$ cat src/rtl/button_conditioner_ice_if.sv
// rtl/button_conditioner_ice_if.sv - button pin and conditioned event bundle
// Slave side is the conditioner; master side drives the raw pins and consumes events.
interface button_conditioner_ice_if #(
  parameter int N_BUTTONS = 3
) ();
  logic [N_BUTTONS-1:0] i_btn_raw;
  logic [N_BUTTONS-1:0] o_level;
  logic [N_BUTTONS-1:0] o_press;
  logic [N_BUTTONS-1:0] o_release;
  logic [N_BUTTONS-1:0] o_long;

  modport master (
    output i_btn_raw,
    input  o_level,
    input  o_press,
    input  o_release,
    input  o_long
  );

  modport slave (
    input  i_btn_raw,
    output o_level,
    output o_press,
    output o_release,
    output o_long
  );
endinterface

$ cat src/rtl/button_conditioner_ice.sv
// rtl/button_conditioner_ice.sv - per-button synchroniser, debounce FSM and press/release/long pulses
// Optional long-press detection is enabled by defining BTN_LONG_PRESS_EN.
module button_conditioner_ice #(
  parameter int N_BUTTONS         = 3,
  parameter int DEBOUNCE_CYCLES   = 10000,
  parameter int LONG_PRESS_CYCLES = 1000000,
  parameter int CNT_W             = $clog2(LONG_PRESS_CYCLES + 1)
) (
  input  logic                      clk,
  input  logic                      res,
  button_conditioner_ice_if.slave   bus
);

  typedef enum logic [1:0] {
    ST_IDLE,
    ST_PRESS_WAIT,
    ST_PRESSED,
    ST_RELEASE_WAIT
  } state_t;

  localparam logic [CNT_W-1:0] DEB_LAST = CNT_W'(DEBOUNCE_CYCLES - 1);
`ifdef BTN_LONG_PRESS_EN
  localparam logic [CNT_W-1:0] LONG_MAX  = CNT_W'(LONG_PRESS_CYCLES);
  localparam logic [CNT_W-1:0] LONG_LAST = CNT_W'(LONG_PRESS_CYCLES - 1);
`endif

  logic [N_BUTTONS-1:0] r_sync1;
  logic [N_BUTTONS-1:0] r_sync2;

  always_ff @(posedge clk) begin
    if (res) begin
      r_sync1 <= '0;
      r_sync2 <= '0;
    end else begin
      r_sync1 <= bus.i_btn_raw;
      r_sync2 <= r_sync1;
    end
  end

  genvar g;
  for (g = 0; g < N_BUTTONS; g++) begin : g_ch
    state_t           r_state;
    state_t           w_state_nxt;
    logic [CNT_W-1:0] r_cnt;
    logic [CNT_W-1:0] w_cnt_nxt;
    logic             w_press_nxt;
    logic             w_release_nxt;
    logic             w_long_nxt;
    logic             r_level;
    logic             r_press;
    logic             r_release;
    logic             r_long;

    always_ff @(posedge clk) begin
      if (res) begin
        r_state <= ST_IDLE;
        r_cnt   <= '0;
      end else begin
        r_state <= w_state_nxt;
        r_cnt   <= w_cnt_nxt;
      end
    end

    always_comb begin
      w_state_nxt   = r_state;
      w_cnt_nxt     = r_cnt;
      w_press_nxt   = 1'b0;
      w_release_nxt = 1'b0;
      w_long_nxt    = 1'b0;
      case (r_state)
        ST_IDLE: begin
          if (r_sync2[g]) begin
            w_state_nxt = ST_PRESS_WAIT;
            w_cnt_nxt   = '0;
          end
        end
        ST_PRESS_WAIT: begin
          if (!r_sync2[g]) begin
            w_state_nxt = ST_IDLE;
            w_cnt_nxt   = '0;
          end else if (r_cnt == DEB_LAST) begin
            w_state_nxt = ST_PRESSED;
            w_cnt_nxt   = '0;
            w_press_nxt = 1'b1;
          end else begin
            w_cnt_nxt = r_cnt + CNT_W'(1);
          end
        end
        ST_PRESSED: begin
          if (!r_sync2[g]) begin
            w_state_nxt = ST_RELEASE_WAIT;
            w_cnt_nxt   = '0;
          end
`ifdef BTN_LONG_PRESS_EN
          // Saturating at LONG_MAX guarantees a single o_long per stable hold.
          else if (r_cnt < LONG_MAX) begin
            w_cnt_nxt  = r_cnt + CNT_W'(1);
            w_long_nxt = (r_cnt == LONG_LAST);
          end
`endif
        end
        ST_RELEASE_WAIT: begin
          if (r_sync2[g]) begin
            w_state_nxt = ST_PRESSED;
            w_cnt_nxt   = '0;
          end else if (r_cnt == DEB_LAST) begin
            w_state_nxt   = ST_IDLE;
            w_cnt_nxt     = '0;
            w_release_nxt = 1'b1;
          end else begin
            w_cnt_nxt = r_cnt + CNT_W'(1);
          end
        end
        default: begin
          w_state_nxt = ST_IDLE;
          w_cnt_nxt   = '0;
        end
      endcase
    end

    always_ff @(posedge clk) begin
      if (res) begin
        r_level   <= 1'b0;
        r_press   <= 1'b0;
        r_release <= 1'b0;
        r_long    <= 1'b0;
      end else begin
        r_level   <= (w_state_nxt == ST_PRESSED) || (w_state_nxt == ST_RELEASE_WAIT);
        r_press   <= w_press_nxt;
        r_release <= w_release_nxt;
        r_long    <= w_long_nxt;
      end
    end

    assign bus.o_level[g]   = r_level;
    assign bus.o_press[g]   = r_press;
    assign bus.o_release[g] = r_release;
    assign bus.o_long[g]    = r_long;
  end

endmodule

$ cat src/flat_wrapper.sv
// flat-port wrapper written by rule: the top's interface ports become plain ports
module button_conditioner_ice_flat 
#(
  parameter int N_BUTTONS         = 3,
  parameter int DEBOUNCE_CYCLES   = 10000,
  parameter int LONG_PRESS_CYCLES = 1000000,
  parameter int CNT_W             = $clog2(LONG_PRESS_CYCLES + 1)
)
  (clk, res, bus_i_btn_raw, bus_o_level, bus_o_press, bus_o_release, bus_o_long);
  button_conditioner_ice_if #(.N_BUTTONS(N_BUTTONS)) bus_i ();
  input  logic clk;
  input  logic res;
  input wire logic [$bits(bus_i.i_btn_raw)-1:0] bus_i_btn_raw;
  output wire logic [$bits(bus_i.o_level)-1:0] bus_o_level;
  output wire logic [$bits(bus_i.o_press)-1:0] bus_o_press;
  output wire logic [$bits(bus_i.o_release)-1:0] bus_o_release;
  output wire logic [$bits(bus_i.o_long)-1:0] bus_o_long;
  assign bus_i.i_btn_raw = bus_i_btn_raw;
  assign bus_o_level = bus_i.o_level;
  assign bus_o_press = bus_i.o_press;
  assign bus_o_release = bus_i.o_release;
  assign bus_o_long = bus_i.o_long;
  button_conditioner_ice #(.N_BUTTONS(N_BUTTONS), .DEBOUNCE_CYCLES(DEBOUNCE_CYCLES), .LONG_PRESS_CYCLES(LONG_PRESS_CYCLES), .CNT_W(CNT_W)) u_core (.clk(clk), .res(res), .bus(bus_i));
endmodule
$ cat config.mk
export PLATFORM = sky130hd
export DESIGN_NAME = button_conditioner_ice_flat
export DESIGN_NICKNAME = d
export VERILOG_FILES = /design/src/rtl/button_conditioner_ice_if.sv /design/src/rtl/button_conditioner_ice.sv /design/src/flat_wrapper.sv
export SDC_FILE = /design/constraint.sdc
export NUM_CORES = 1
export LEC_CHECK = 0
export ABC_AREA = 0
export CELL_PAD_IN_SITES_DETAIL_PLACEMENT = 1
export CELL_PAD_IN_SITES_GLOBAL_PLACEMENT = 1
export CORE_UTILIZATION = 48
export CTS_BUF_LIST = sky130_fd_sc_hd__clkbuf_2 sky130_fd_sc_hd__clkbuf_4 sky130_fd_sc_hd__clkbuf_8
export DETAILED_ROUTE_END_ITERATION = 12
export GPL_ROUTABILITY_DRIVEN = 0
export PLACE_DENSITY_LB_ADDON = 0.15
export SKIP_LAST_GASP = 1
export SYNTH_ARGS = -nofsm -noshare
export SYNTH_HDL_FRONTEND = slang
export SYNTH_SLANG_ARGS = --single-unit
$ cat constraint.sdc
create_clock -name clk -period 2.2 [get_ports clk]
set_input_delay 0.44 -clock clk [delete_from_list [all_inputs] [get_ports clk]]
set_output_delay 0.44 -clock clk [all_outputs]
set_load 0.01 [all_outputs]
After elaboration in Yosys (flattened, before gate mapping)
Index checks and enable logic that the tools add are counted.
W data, S select, Z words.

storage, ports and cells
  flip-flop bits (word level) = 81
  input port bits = 5
  output and inout port bits = 12
  logic and storage cells = 110

cells by class
  $add $sub $neg = 3
  equal/unequal tests = 24
  multiplexer cells = 42
  bitwise operators = 9
  reduce and logical (&&, ||, !) cells = 15

operator list
  operator                 count
  $mux W20                 15
  $pmux W20 S4             3
  $add A20 B1 Y20 const B  3
  $eq A20 B14 Y1 const B   3
  $mux W2                  18
  $eq A2 B2 Y1 const B     12
  $pmux W2 S4              3
  $reduce_or A3 Y1         6
  $not A1 Y1               9
  $eq A2 B1 Y1 const B     3
  $logic_not A2 Y1         3
  $ne A2 B1 Y1 const B     3
  $ne A2 B2 Y1 const B     3
  $reduce_and A2 Y1        3
  $logic_or A1 B1 Y1       3
  $mux W1                  3

Depth between registers and ports, before layout
  depth in word-level cells = 6
  depth in mapped cells = 7
  depth with buffers taken out = 6

Least setup slack after synthesis
OpenSTA, ideal clock, no wires.

  path kind = reg2reg
  from = register u_core.g_ch[1].r_cnt[0]
  to = register u_core.g_ch[1].r_cnt[16]
  library setup time = 122 ps
  arrival time = 1559 ps
  required time = 2078 ps
  setup slack = 519 ps
  stages on the path, launching flop included = 7
  path buffers = 1
  clock period less this slack = 1681 ps
  path through = dfxtp_1 -> ha_1 -> and3_1 -> nor2b_1 -> a31oi_1 -> buf_2 -> a221o_1

between the ends
  cells in the longest elaborated chain, start to end = 4
  elaborated cells on any way between the ends = 6
  classes of those cells = add/sub: 1; eq/ne: 1; mux: 4

RTL lines
  element                                                   line                                                         source
  start, declared                                           button_conditioner_ice.sv:44                                 logic [CNT_W-1:0] r_cnt;
  start signal, assigned                                    button_conditioner_ice.sv:60                                 r_cnt <= w_cnt_nxt;
  $add A20 B1 Y20 / $eq A20 B14 Y1 (equally long branches)  n/a
  $mux W20 (*)                                              button_conditioner_ice.sv:81, button_conditioner_ice.sv:106
  $mux W20, on equally long branches                        button_conditioner_ice.sv:103, button_conditioner_ice.sv:78
  $pmux W20 S4 (*)                                          button_conditioner_ice.sv:70                                 case (r_state)

Every way passes the cells marked *; elsewhere a longest branch is shown, timed or not.
A chain may end at the register's enable or synchronous reset.

Worst setup path after layout
  from = register u_core.g_ch[1].r_cnt[0]
  to = register u_core.g_ch[1].r_cnt[13]

Same word-level chain as after synthesis.

==> flow_summary.rst <==
.. list-table::
   :header-rows: 1

   * - Metric
     - Value
   * - Final Slew Violations
     - 0
   * - Gate count after technology mapping
     - 466
   * - Clock period minus worst slack
     - 2000 ps
   * - Clock transition at the registers of the reported paths
     - 90 ps
   * - RSZ-0062 raised after global routing
     - false
   * - Number of antenna violations at the first check in global routing
     - 0
   * - Total negative slack
     - 0 ps
   * - Final Core Density
     - 54.8%
   * - Upper clock frequency limit
     - 501 MHz
   * - CP Class
     - flop to flop
   * - Number of sinks handled by clock tree synthesis
     - 81
   * - Arrival time at the worst endpoint
     - 2220 ps
   * - TritonCTS clock tree
     - yes
   * - Number of enable flip-flop cells after synthesis
     - 0
   * - Share of cells above drive strength 1
     - 7.76%
   * - Result of the run
     - finished clean
   * - Worst-path fanout max
     - 10
   * - Port bufs
     - 13
   * - Synth cell types
     - 58
   * - Setup Slack @ Placement
     - 254 ps
   * - CP Capture Type
     - flop
   * - Buffer levels on the longest clock path
     - 2
   * - DIE AREA
     - 8710 um2
   * - Per-instance average area after synthesis
     - 8.59 um2
   * - Worst path setup slack after routing
     - 204 ps
   * - Row Count
     - 32
   * - Footprint of the flip-flops and latches
     - 1620 um2
   * - Leading cell type in the layout, fill and taps excluded
     - dfxtp_1
   * - Vertical die dimension
     - 93.3 um
   * - Final count of negative-setup-slack endpoints
     - 0
   * - Count of pins on the block boundary
     - 17
   * - Final instance area
     - 4320 um2
   * - Number of buffers created by CTS
     - 9
   * - Final period util
     - 90.7%
   * - Number of nets with antenna violations after routing
     - 0
   * - First-pass GRT wire length
     - 16,100 um
   * - Vias per cell
     - 5.95
   * - Number of fill cells in the layout
     - 942
   * - Count of maximum capacitance violations
     - 0
   * - Area overhead of the layout relative to synthesis
     - 7.97%
   * - Worst-case vdd ir drop
     - 0.396 mV
   * - DRT iter0 DRCs
     - 125
   * - Post-DP Area
     - 4140 um2
   * - Flop-to-flop setup slack
     - 200 ps
   * - Startpoint class of the critical path
     - flop
   * - Synthesized area
     - 4000 um2
   * - Residual overflow from global routing
     - 0
   * - Resized cells post-CTS
     - 0
   * - Leak pwr
     - 1.53 nW
   * - Largest net degree at the start of global routing
     - 47
   * - Slew Limit Headroom
     - 59.5%
   * - Count of placed standard cells in the final layout, fillers left out
     - 579
   * - Post-synthesis sequential area ratio
     - 40.5%
   * - Area of the core
     - 7890 um2
   * - Average wire per cell in the routed design
     - 16.4 um
   * - Total detailed-routing wirelength
     - 9510 um
   * - Required time worst endpoint
     - 2420 ps
   * - Final Hold Violating Endpoints
     - 0
   * - Number of warnings printed during yosys synthesis
     - 0
   * - Total via count in the routed design
     - 3,444
   * - Gr usage total
     - 23.3%
   * - DRC
     - 0
   * - First-pass detailed-route iteration total
     - 4
   * - Net total in the final layout
     - 480
   * - Flip-flop and latch count after synthesis
     - 81
   * - Most used cells in the layout excluding fill and tap cells
     - 81 x dfxtp_1, 59 x nor2_1, 37 x nand2_1
   * - CTS root buf
     - clkbuf_8
   * - HPWL Detailed
     - 6690 um
   * - Worst clock skew
     - 10.4 ps
   * - Horizontal extent of the die
     - 93.3 um
   * - Cell count after placement
     - 563
   * - Async set-or-reset flop fraction in the synthesized netlist
     - 0%
   * - Starting utilization of the core area
     - 50.8%
   * - Worst slew pin tran
     - 605 ps
   * - Dominant register cell in the synthesized netlist
     - dfxtp_1
   * - CTS Hold Bufs
     - 0
   * - Latest clock arrival within the worst-skew pair
     - 350 ps
   * - Multi-input gate area in the final layout
     - 2180 um2
   * - Via count of the first global-routing pass
     - 3,410
   * - Number of H-tree branching levels
     - 3
   * - Power per cell area
     - 604 nW/um2
   * - Post-CTS setup repair buffer count
     - 0
   * - Number of inserted diodes
     - 0
   * - Path class of the lowest-slack min-delay path
     - input pin to flop
==> logic make-up (layout without fill, tap and decap cells) <==
logic type | after synthesis | in the layout | share of synthesized area, %
xor+xnor | 27 | 27 | 6.09
simple gates | 247 | 247 | 34.8
flops | 81 | 81 | 40.5
buf+inv | 33 | 42 | 5.12
mux | 6 | 6 | 1.50
compound gates | 68 | 68 | 11.0
other cells | 1 | 3 | 0.0937
fa+ha+maj | 3 | 3 | 0.938
==> where the power goes <==
part	internal [W]	switching [W]
Sequential	0.00147	0.00000703
Combinational	0.0000310	0.0000616
Clock	0.000460	0.000580
==> metal layers <==
metal / up-vias / track usage [%] / wire, um / part of all wire, %
met3: 10 / 5.69 / 267 / 2.8
met1: 1704 / 30.4 / 4590 / 48
li1: 1682 / - / - / -
met5: - / 0 / 0 / 0
met2: 48 / 38.7 / 4550 / 48
met4: 0 / 5.38 / 99 / 1.0
==> critical path, stage by stage, from the launching register on <==
cell and delay (ps):
dfxtp_1 400, ha_1 200, and3_1 260, nor2b_1 260
a31oi_1 200, o21bai_2 430, nor2_1 110
==> final timing paths <==
kind | startpoint | end | depth (start not counted)
worst max-delay path | u_core.g_ch[1].r_cnt[0]$_SDFFE_PP0P_ | u_core.g_ch[1].r_cnt[13]$_SDFFE_PP0P_ | 6
worst min register to register | u_core.r_sync1[2]$_SDFF_PP0_ | u_core.r_sync2[2]$_SDFF_PP0_ | 1
worst min-delay path | res | u_core.g_ch[2].r_cnt[8]$_SDFFE_PP0P_ | 2
worst max register to register | u_core.g_ch[1].r_cnt[0]$_SDFFE_PP0P_ | u_core.g_ch[1].r_cnt[13]$_SDFFE_PP0P_ | 6
==> state kept, by name, summed over array words and instances, names as in the netlist <==
name                   count
u_core.g_ch.r_press        3
u_core.r_sync2             3
u_core.g_ch.r_cnt         60
u_core.g_ch.r_release      3
u_core.g_ch.r_level        3
u_core.g_ch.r_state        6
u_core.r_sync1             3
==> synthesized netlist by cell type, types with 9 or more instances <==
cell type  count  area share, %
buf_4         14            2.6
nand3_1       23            2.9
dfxtp_1       81             41
o21ai_0       24            3.0
a31oi_1       13            2.0
and4_1        10            2.2
nand4_1       13            2.0
nor2b_1       10            1.6
nand3b_1      10            1.9
nor4_1         9            1.4
xnor2_1       18            3.9
nor3_1        15            1.9
and3_1        13            2.0
nand2_1       37            3.5
nor2_1        59            5.5
==> stage by stage <==
step           hold WS [ps]  total power [W]
6_report                373          0.00261
3_3_place_gp            422          0.00160
4_1_cts                 363          0.00265
5_1_grt                 357          0.00273
2_1_floorplan           414          0.00158
3_5_place_dp            432          0.00161
==> layout make-up <==
cell class / instances / area share, %
flip-flops and latches: 81 / 37.5
clock inverters: 5 / 0.926
multi-input cells: 354 / 50.5
repair buffers: 21 / 4.28
well taps: 102 / 2.95
clock buffers: 11 / 3.36
inverters: 5 / 0.434
Power figures use the tool's default switching activity.
